**config.mk**
```make
export PLATFORM = sky130hd
export DESIGN_NAME = fwd_scoreboard
export DESIGN_NICKNAME = d
export VERILOG_FILES = /design/src/rtl/fwd_scoreboard.sv
export SDC_FILE = /design/constraint.sdc
export NUM_CORES = 1
export LEC_CHECK = 0
export ABC_AREA = 1
export CAP_MARGIN = 20
export CORE_MARGIN = 2
export CORE_UTILIZATION = 34
export DETAILED_ROUTE_END_ITERATION = 8
export PLACE_DENSITY = 0.77
export SYNTH_ARGS = -nofsm -noshare
export SYNTH_HDL_FRONTEND = slang
export SYNTH_SLANG_ARGS = --single-unit
```
**constraint.sdc**
```tcl
create_clock -name clk -period 1.44 [get_ports clk]
set_input_delay 0.216 -clock clk [delete_from_list [all_inputs] [get_ports clk]]
set_output_delay 0.216 -clock clk [all_outputs]
set_load 0.005 [all_outputs]
```
**src/rtl/fwd_scoreboard.sv**
```systemverilog
// Forwarding scoreboard: tracks every post-EX result in a DEPTH-deep shift register,
// resolves EX operands to the youngest in-flight value and drives RF write-back.
module fwd_scoreboard #(
  parameter int XLEN        = 32,
  parameter int RFIDX_WIDTH = 5,
  parameter int NUM_SRC     = 2,
  parameter int DEPTH       = 2,
  parameter int LOAD_STAGE  = 1
) (
  input  logic                           clk,
  input  logic                           reset,
  input  logic                           ex_valid,
  input  logic                           ex_regwrite,
  input  logic                           ex_is_load,
  input  logic [RFIDX_WIDTH-1:0]         ex_rd,
  input  logic [XLEN-1:0]                ex_result,
  input  logic [NUM_SRC*RFIDX_WIDTH-1:0] ex_src_idx,
  input  logic [NUM_SRC-1:0]             ex_src_use,
  input  logic [NUM_SRC*XLEN-1:0]        rf_rdata,
  input  logic                           flush,
  input  logic                           ld_valid,
  input  logic [XLEN-1:0]                ld_data,
  output logic [NUM_SRC*XLEN-1:0]        fwd_data,
  output logic                           stall,
  output logic                           wb_we,
  output logic [RFIDX_WIDTH-1:0]         wb_rd,
  output logic [XLEN-1:0]                wb_data,
  output logic                           ld_err
);

  localparam int WB_IDX = DEPTH - 1;

  logic                   v_q    [DEPTH];
  logic                   rw_q   [DEPTH];
  logic                   ld_q   [DEPTH];
  logic                   rdy_q  [DEPTH];
  logic [RFIDX_WIDTH-1:0] rd_q   [DEPTH];
  logic [XLEN-1:0]        data_q [DEPTH];

  logic                   v_d    [DEPTH];
  logic                   rw_d   [DEPTH];
  logic                   ld_d   [DEPTH];
  logic                   rdy_d  [DEPTH];
  logic [RFIDX_WIDTH-1:0] rd_d   [DEPTH];
  logic [XLEN-1:0]        data_d [DEPTH];

  logic                   ld_err_q;
  logic                   ld_err_d;
  logic                   ld_pend;
  logic                   ld_fill;
  logic                   wb_byp;
  logic [NUM_SRC-1:0]     src_wait;

  // A load is outstanding only while it sits un-filled at the return stage.
  assign ld_pend = v_q[LOAD_STAGE] && ld_q[LOAD_STAGE] && !rdy_q[LOAD_STAGE];
  assign ld_fill = ld_valid && ld_pend;

  // Operand resolution: walk oldest to youngest so the youngest match overwrites.
  always_comb begin
    fwd_data = rf_rdata;
    src_wait = '0;
    for (int k = 0; k < NUM_SRC; k++) begin
      for (int i = DEPTH - 1; i >= 0; i--) begin
        if (v_q[i] && rw_q[i] && (rd_q[i] != '0) &&
            (rd_q[i] == ex_src_idx[k*RFIDX_WIDTH +: RFIDX_WIDTH])) begin
          if (rdy_q[i]) begin
            fwd_data[k*XLEN +: XLEN] = data_q[i];
            src_wait[k]              = 1'b0;
          end else if ((i == LOAD_STAGE) && ld_q[i] && ld_valid) begin
            fwd_data[k*XLEN +: XLEN] = ld_data;
            src_wait[k]              = 1'b0;
          end else begin
            fwd_data[k*XLEN +: XLEN] = data_q[i];
            src_wait[k]              = 1'b1;
          end
        end
      end
    end
  end

  assign stall = ex_valid && |(src_wait & ex_src_use);

  // Next-state: shift every entry one stage, inserting EX or a bubble at the head.
  always_comb begin
    v_d[0]    = ex_valid && !stall && !flush;
    rw_d[0]   = ex_regwrite;
    ld_d[0]   = ex_is_load;
    rdy_d[0]  = !ex_is_load;
    rd_d[0]   = ex_rd;
    data_d[0] = ex_result;
    for (int i = 1; i < DEPTH; i++) begin
      v_d[i]  = v_q[i-1];
      rw_d[i] = rw_q[i-1];
      ld_d[i] = ld_q[i-1];
      rd_d[i] = rd_q[i-1];
      if ((i == LOAD_STAGE + 1) && ld_fill) begin
        rdy_d[i]  = 1'b1;
        data_d[i] = ld_data;
      end else begin
        rdy_d[i]  = rdy_q[i-1];
        data_d[i] = data_q[i-1];
      end
    end
    ld_err_d = ld_valid && !ld_pend;
  end

  // Stage registers: only the valid bits and the error pulse see reset.
  always_ff @(posedge clk) begin
    if (reset) begin
      for (int i = 0; i < DEPTH; i++) begin
        v_q[i] <= 1'b0;
      end
      ld_err_q <= 1'b0;
    end else begin
      for (int i = 0; i < DEPTH; i++) begin
        v_q[i] <= v_d[i];
      end
      ld_err_q <= ld_err_d;
    end
  end

  always_ff @(posedge clk) begin
    for (int i = 0; i < DEPTH; i++) begin
      rw_q[i]   <= rw_d[i];
      ld_q[i]   <= ld_d[i];
      rdy_q[i]  <= rdy_d[i];
      rd_q[i]   <= rd_d[i];
      data_q[i] <= data_d[i];
    end
  end

  // Write-back from the oldest entry; a load returning at WB is written straight through.
  assign wb_byp  = (LOAD_STAGE == WB_IDX) && ld_fill;
  assign wb_we   = v_q[WB_IDX] && rw_q[WB_IDX] && (rd_q[WB_IDX] != '0) &&
                   (rdy_q[WB_IDX] || wb_byp);
  assign wb_rd   = rd_q[WB_IDX];
  assign wb_data = wb_byp ? ld_data : data_q[WB_IDX];
  assign ld_err  = ld_err_q;

endmodule

```
==> flow_summary.yaml, run 1 <==
layout:
  final_util: 0.762
  antennaDiodeCount: 0
  fill_cells: 857
  seq_area_um2: 1690
  area_growth_pct: 118
  drive_gt1_frac: 0.429
  multi_input_area_um2: 3000
  final_nets: 1140
  instances_no_fill: 1160
grt:
  antenna_found_initial: 0
  grt_max_degree: 23
  grt_pass1_vias: 5482
  track_usage: 0.276
  grt_pass1_wl_mm: 28.2
  grt-ovfl-total: 0
die:
  die-height_um: 116
  ioPinCount: 256
  start_util: 0.350
  die_area_um2: 13400
  placementRows: 40
  chipWidth_um: 116
  coreArea_um2: 12100
power:
  ir_drop_mv: 0.617
  powerDensity_nw_per_um2: 653
  p_leak_uw: 0.00408
setup_path:
  startpoint_type: "flip-flop"
  crit_family: "buffers and inverters"
  critPathRequiredTime_ns: 1.22
  critPathMaxStageDelay_ns: 0.36
  cp-end-kind: "primary output"
  path_max_fanout: 8
  slowest_stage: "dfxtp_4"
  critPathKind: "reg -> out"
  path_cells: "xor2_1 > nor2_2 > nand3_4 > buf_12 > clkbuf_16 > nor2_1 > a21oi_1 > o21ai_1 > dlygate4sd2_1"
  critPathArrivalTime_ns: 2.08
  cp_num_buf_inv: 3
drt:
  num_vias: 5831
  routed_wl_mm: 20.9
  drtPass1Iterations: 5
  via_per_inst: 5.03
  drtIter0Drc: 311
  drcViolationCount: 0
  detail_route.wl_per_cell_um: 18.0
  drtAntennaViolNets: 0
sta:
  max_freq_mhz: 436
  fin_skew_ns: 0.00468
  rsz0062_at_grt: "yes"
  slew_headroom: 0.627
  finalCritPeriodShare: 1.59
  setup_viol: 99
  period_minus_slack_ns: 2.30
  setup_ws_ns: -0.855
  maxSlewViolCount: 0
  tightest_slew_ns: 0.554
  final-hold-violation-count: 0
place:
  portBuffers: 255
  gp_congestion: 0.866
  place_worst_setup_slack_ns: -1.20
  hpwl_mm: 11.6
  dp_cells: 1067
cts:
  cts_hold_buffers: 0
  root_buffer: "clkbuf_16"
  cts_tree: "done"
  clk_pin_slew_ns: 0.06
  cts_num_sinks: 83
  clock_latency_ns: 0.33
  cts_buffers: 9
  htreeDepth: 3
  cts_max_path_buffers: 2
run:
  maxCapViolCount: 0
synth:
  netlist_area_um2: 4240
  yosysTopAreaCell: "dfxtp_1"
  synth_cell_types: 23
  synth_top_area_frac: 0.392
  yosysMostFrequentCell: "nand2_1"
  synth_area_per_cell_um2: 6.62
  yosys_warnings: 0
  synth_ff_type: "dfxtp_1"
  synth_commonest_cells: "nand2_1, a21oi_1, dfxtp_1, nor2_1, o21ai_0"
  async_flop_share: 0
  synth-edff-count: 0
  synth_fp_nets: 792
  synth-seq-cells: 83
  yosysSeqAreaShare: 0.392
  synth.area.top_cells: "dfxtp_1, a21oi_1, nand2_1"
  synthCells: 640
run_status:
  status: "finished with violations"
  violations: "setup timing"
worst_hold_path:
  min_path_type: "in -> reg"
[registers in the layout, indices dropped and copies added, names as in the netlist]
register	count
data_q	64
ld_err	1
ld_q	2
rd_q	10
rdy_q	2
rw_q	2
v_q	2
[worst reg2reg max path, delay by kind of cell, from the launching register on]
kind,cells,cell delay [ns]
flops,1,0.37
buf+inv,1,0.15
xor+xnor,1,0.18
simple gates,6,0.67
[final timing paths]
kind | start | end | slack (ns) | cells past startpoint
hold / removal | ex_rd[0] | rd_q[0][0]$_DFF_P_ | 0.32 | 1
setup / recovery | rd_q[0][9]$_DFF_P_ | fwd_data[7] | -0.86 | 9
setup reg to reg | rd_q[0][2]$_DFF_P_ | v_q[0][0]$_SDFF_PP0_ | -0.03 | 8
hold reg to reg | ld_q[0][0]$_DFF_P_ | ld_q[0][1]$_DFF_P_ | 0.33 | 0
[final cells by class]
| cell class | count | share of cell area |
|---|---|---|
| Inverter | 55 | 0.0232 |
| Tap cell | 168 | 0.0228 |
| Timing Repair Buffer | 374 | 0.415 |
| Multi-Input combinational cell | 465 | 0.325 |
| Sequential cell | 83 | 0.183 |
| Clock buffer | 13 | 0.0293 |
| Clock inverter | 2 | 0.00108 |
[kinds of logic (layout without fill, tap and decap cells)]
| logic type | after synthesis | count (layout) | share of synthesized area |
|---|---|---|---|
| xor+xnor | 13 | 13 | 0.0269 |
| compound gates | 195 | 195 | 0.230 |
| buf+inv | 92 | 444 | 0.0936 |
| flops | 83 | 83 | 0.392 |
| simple gates | 257 | 257 | 0.257 |
[placed cells by master (no fill, tap or decap), types with 12 or more instances in the layout]
cell type	Yosys	layout
dfxtp_1	83	72
buf_2	17	89
buf_12	0	19
nor2_1	83	45
nor2_4	0	21
o21ai_1	28	42
a21oi_1	99	54
buf_16	0	15
nor2_2	1	18
o21ai_0	68	12
nand2_1	127	88
clkdlybuf4s50_1	0	146
buf_6	3	24
or2_0	30	26
nand2_2	0	29
clkbuf_16	0	14
buf_4	2	44
inv_1	52	49
o21ai_2	0	41
a21oi_2	0	39
[timing repair]
| action | in CTS | in global routing |
|---|---|---|
| buffers inserted | 36 | 27 |
| endpoints found under the setup margin | 102 | 103 |
| pin swaps | 39 | 61 |
| gates resized for setup | 477 | 268 |
| cloned | 18 | 5 |
[where the power goes]
group	internal (uW)	switching [uW]
clock network	1300	886
registers	2420	106
logic	791	536
[layer usage]
| layer | track usage | vias up | wire length (um) |
|---|---|---|---|
| li1 | - | 2786 | - |
| met1 | 0.324 | 2732 | 8260 |
| met2 | 0.489 | 267 | 10700 |
| met3 | 0.0533 | 46 | 1350 |
| met4 | 0.122 | 0 | 621 |
| met5 | 0 | - | 0 |
[per-stage QoR]
step	instance area, um2	TNS, ns	hold WS (ns)	power (uW)
floorplan	4300	-2.77	0.244	2880
global placement	7290	-99.87	0.312	3730
detailed placement	7290	-102.25	0.312	3740
CTS	8410	-66.82	0.305	5890
global route	9230	-72.19	0.308	6290
finish	9230	-64.23	0.317	6030
(Power assumes the default switching activity.)
==> inputs of run 2 (changes only) <==
--- a/config.mk
+++ b/config.mk
@@ -10,7 +10,8 @@
 export CORE_MARGIN = 2
 export CORE_UTILIZATION = 34
 export DETAILED_ROUTE_END_ITERATION = 8
-export PLACE_DENSITY = 0.77
+export PLACE_DENSITY_LB_ADDON = 0.25
+export SLEW_MARGIN = 0
 export SYNTH_ARGS = -nofsm -noshare
 export SYNTH_HDL_FRONTEND = slang
 export SYNTH_SLANG_ARGS = --single-unit
==> flow_summary.yaml, run 2 (synthesized netlist as in run 1, its figures left out) <==
sta:
  period_minus_slack_ns: 2.25
  setup_viol: 98
  slew_headroom: 0.705
  tightest_slew_ns: 0.437
  finalCritPeriodShare: 1.56
  setup_ws_ns: -0.809
  maxSlewViolCount: 0
  rsz0062_at_grt: "yes"
  fin_skew_ns: 0.00551
  max_freq_mhz: 445
  final-hold-violation-count: 0
drt:
  drcViolationCount: 0
  drtAntennaViolNets: 0
  drtIter0Drc: 304
  drtPass1Iterations: 5
  detail_route.wl_per_cell_um: 17.5
  num_vias: 5736
  routed_wl_mm: 20.1
  via_per_inst: 4.99
grt:
  track_usage: 0.285
  grt_max_degree: 21
  antenna_found_initial: 0
  grt-ovfl-total: 0
  grt_pass1_wl_mm: 29.0
  grt_pass1_vias: 5554
layout:
  top_regs: "data_q: 64 flops, rd_q: 10 flops"
  final_cell_mix: "clkdlybuf4s50_1, buf_2, nand2_1"
  drive_gt1_frac: 0.430
  top_register: "data_q"
  largest_reg_flops: 64
  final_util: 0.747
  final_common_cell: "clkdlybuf4s50_1"
  fin_area_um2: 9040
  final_nets: 1128
  fill_cells: 911
  area_growth_pct: 113
  antennaDiodeCount: 0
die:
  ioPinCount: 256
  start_util: 0.350
  placementRows: 40
  die-height_um: 116
  die_area_um2: 13400
  chipWidth_um: 116
  coreArea_um2: 12100
run_status:
  violations: "setup timing"
  status: "finished with violations"
place:
  portBuffers: 255
  gp_congestion: 0.856
  hpwl_mm: 11.1
  place_area_um2: 7230
cts:
  htreeDepth: 3
  cts_tree: "done"
  root_buffer: "clkbuf_16"
  cts_num_sinks: 83
  clock_latency_ns: 0.35
  cts_max_path_buffers: 2
  cts_buffers: 9
  clk_pin_slew_ns: 0.07
power:
  p_leak_uw: 0.00396
  ir_drop_mv: 0.821
  power_uw: 6200
  powerDensity_nw_per_um2: 685
worst_hold_path:
  min_path_type: "in -> reg"
  holdPathEnd: "data_q[0][26]$_DFF_P_"
  holdCritStartpoint: "ex_result[26]"
  whs_path_depth: 1
run:
  maxCapViolCount: 0
setup_path:
  critPathMaxStageDelay_ns: 0.37
  cp-end-kind: "primary output"
  startpoint_type: "flip-flop"
  slowest_stage: "dfxtp_4"
  worst-r2r-cell-count: 8
  path_max_fanout: 6
  critPathArrivalTime_ns: 2.03
  rrSetupSlack_ns: 0.09
  reg2reg_from: "rd_q[0][9]$_DFF_P_"
  critPathKind: "reg -> out"
  path_cells: "inv_2 > nand2_1 > nand4_1 > nor2_2 > nand3_4 > buf_12 > buf_16 > or2_0 > a21oi_2 > buf_2"
  critPathRequiredTime_ns: 1.22
  r2r-end: "v_q[0][0]$_SDFF_PP0_"
## run 2: changes by cell type in the layout (fill, tap and decap cells not counted), sizes merged
cell           change
clkbuf            -12
dlymetal6s2s       -1
clkinvlp           +2
dlygate4sd2        +1
buf                +1
bufbuf             -3
clkdlybuf4s50      -3
inv                +5
bufinv             +1
clkinv             -3
nand3              +1
## run 2: worst max-delay path, delay by kind of cell, from the launching register on
kind                   cells  cell delay (ns)
AOI/OAI and AO/OA          1             0.15
buffers and inverters      4             0.48
DFF                        1             0.37
and+or+nand+nor            5             0.69
## run 2: worst max path at each step
stage                  startpoint            to  slack, ns  depth (start not counted)
2_1_floorplan  rd_q[0][5]$_DFF_P_  fwd_data[55]      -0.08                          8
3_3_place_gp        ex_src_idx[6]  fwd_data[35]      -1.19                         10
3_5_place_dp        ex_src_idx[6]  fwd_data[53]      -1.24                         10
4_1_cts        rd_q[0][6]$_DFF_P_  fwd_data[35]      -0.82                         10
5_1_grt        rd_q[0][5]$_DFF_P_  fwd_data[46]      -0.94                          9
6_report       rd_q[0][6]$_DFF_P_  fwd_data[35]      -0.81                         10
## run 2: power by group
part	switching, uW	internal, uW
Clock	1040	1370
Combinational	502	758
Sequential	108	2410
## run 2: layer usage
| metal | share of wire | GRT usage |
|---|---|---|
| met3 | 0.085 | 0.0732 |
| met5 | 0 | 0 |
| met4 | 0.032 | 0.107 |
| met1 | 0.38 | 0.329 |
| met2 | 0.50 | 0.508 |
## run 2: stage by stage
| step | worst slack (ns) | setup TNS, ns | std cells | hold slack [ns] |
|---|---|---|---|---|
| after floorplan | -0.0800 | -2.77 | 640 | 0.244 |
| after global placement | -1.19 | -101.18 | 1055 | 0.312 |
| after detailed placement | -1.24 | -103.09 | 1055 | 0.312 |
| after CTS | -0.823 | -65.12 | 1149 | 0.296 |
| after global routing | -0.944 | -73.53 | 1149 | 0.297 |
| final | -0.809 | -63.30 | 1149 | 0.306 |
## run 2: what timing repair did
item / CTS / global route
resized for setup: 638 / 112
buffers inserted: 58 / 12
hold buffers: 0 / 0
endpoints found under the setup margin: 102 / 102
gates cloned: 23 / 4
pin swaps: 65 / 35
## run 2: layout make-up
class                   instances  area, um2  area share
flip-flops and latches         83       1700       0.188
clock inverters                 7       82.6     0.00913
well taps                     168        210      0.0232
multi-input cells             466       2940       0.325
repair buffers                361       3670       0.406
clock buffers                   9        225      0.0249
inverters                      55        211      0.0234
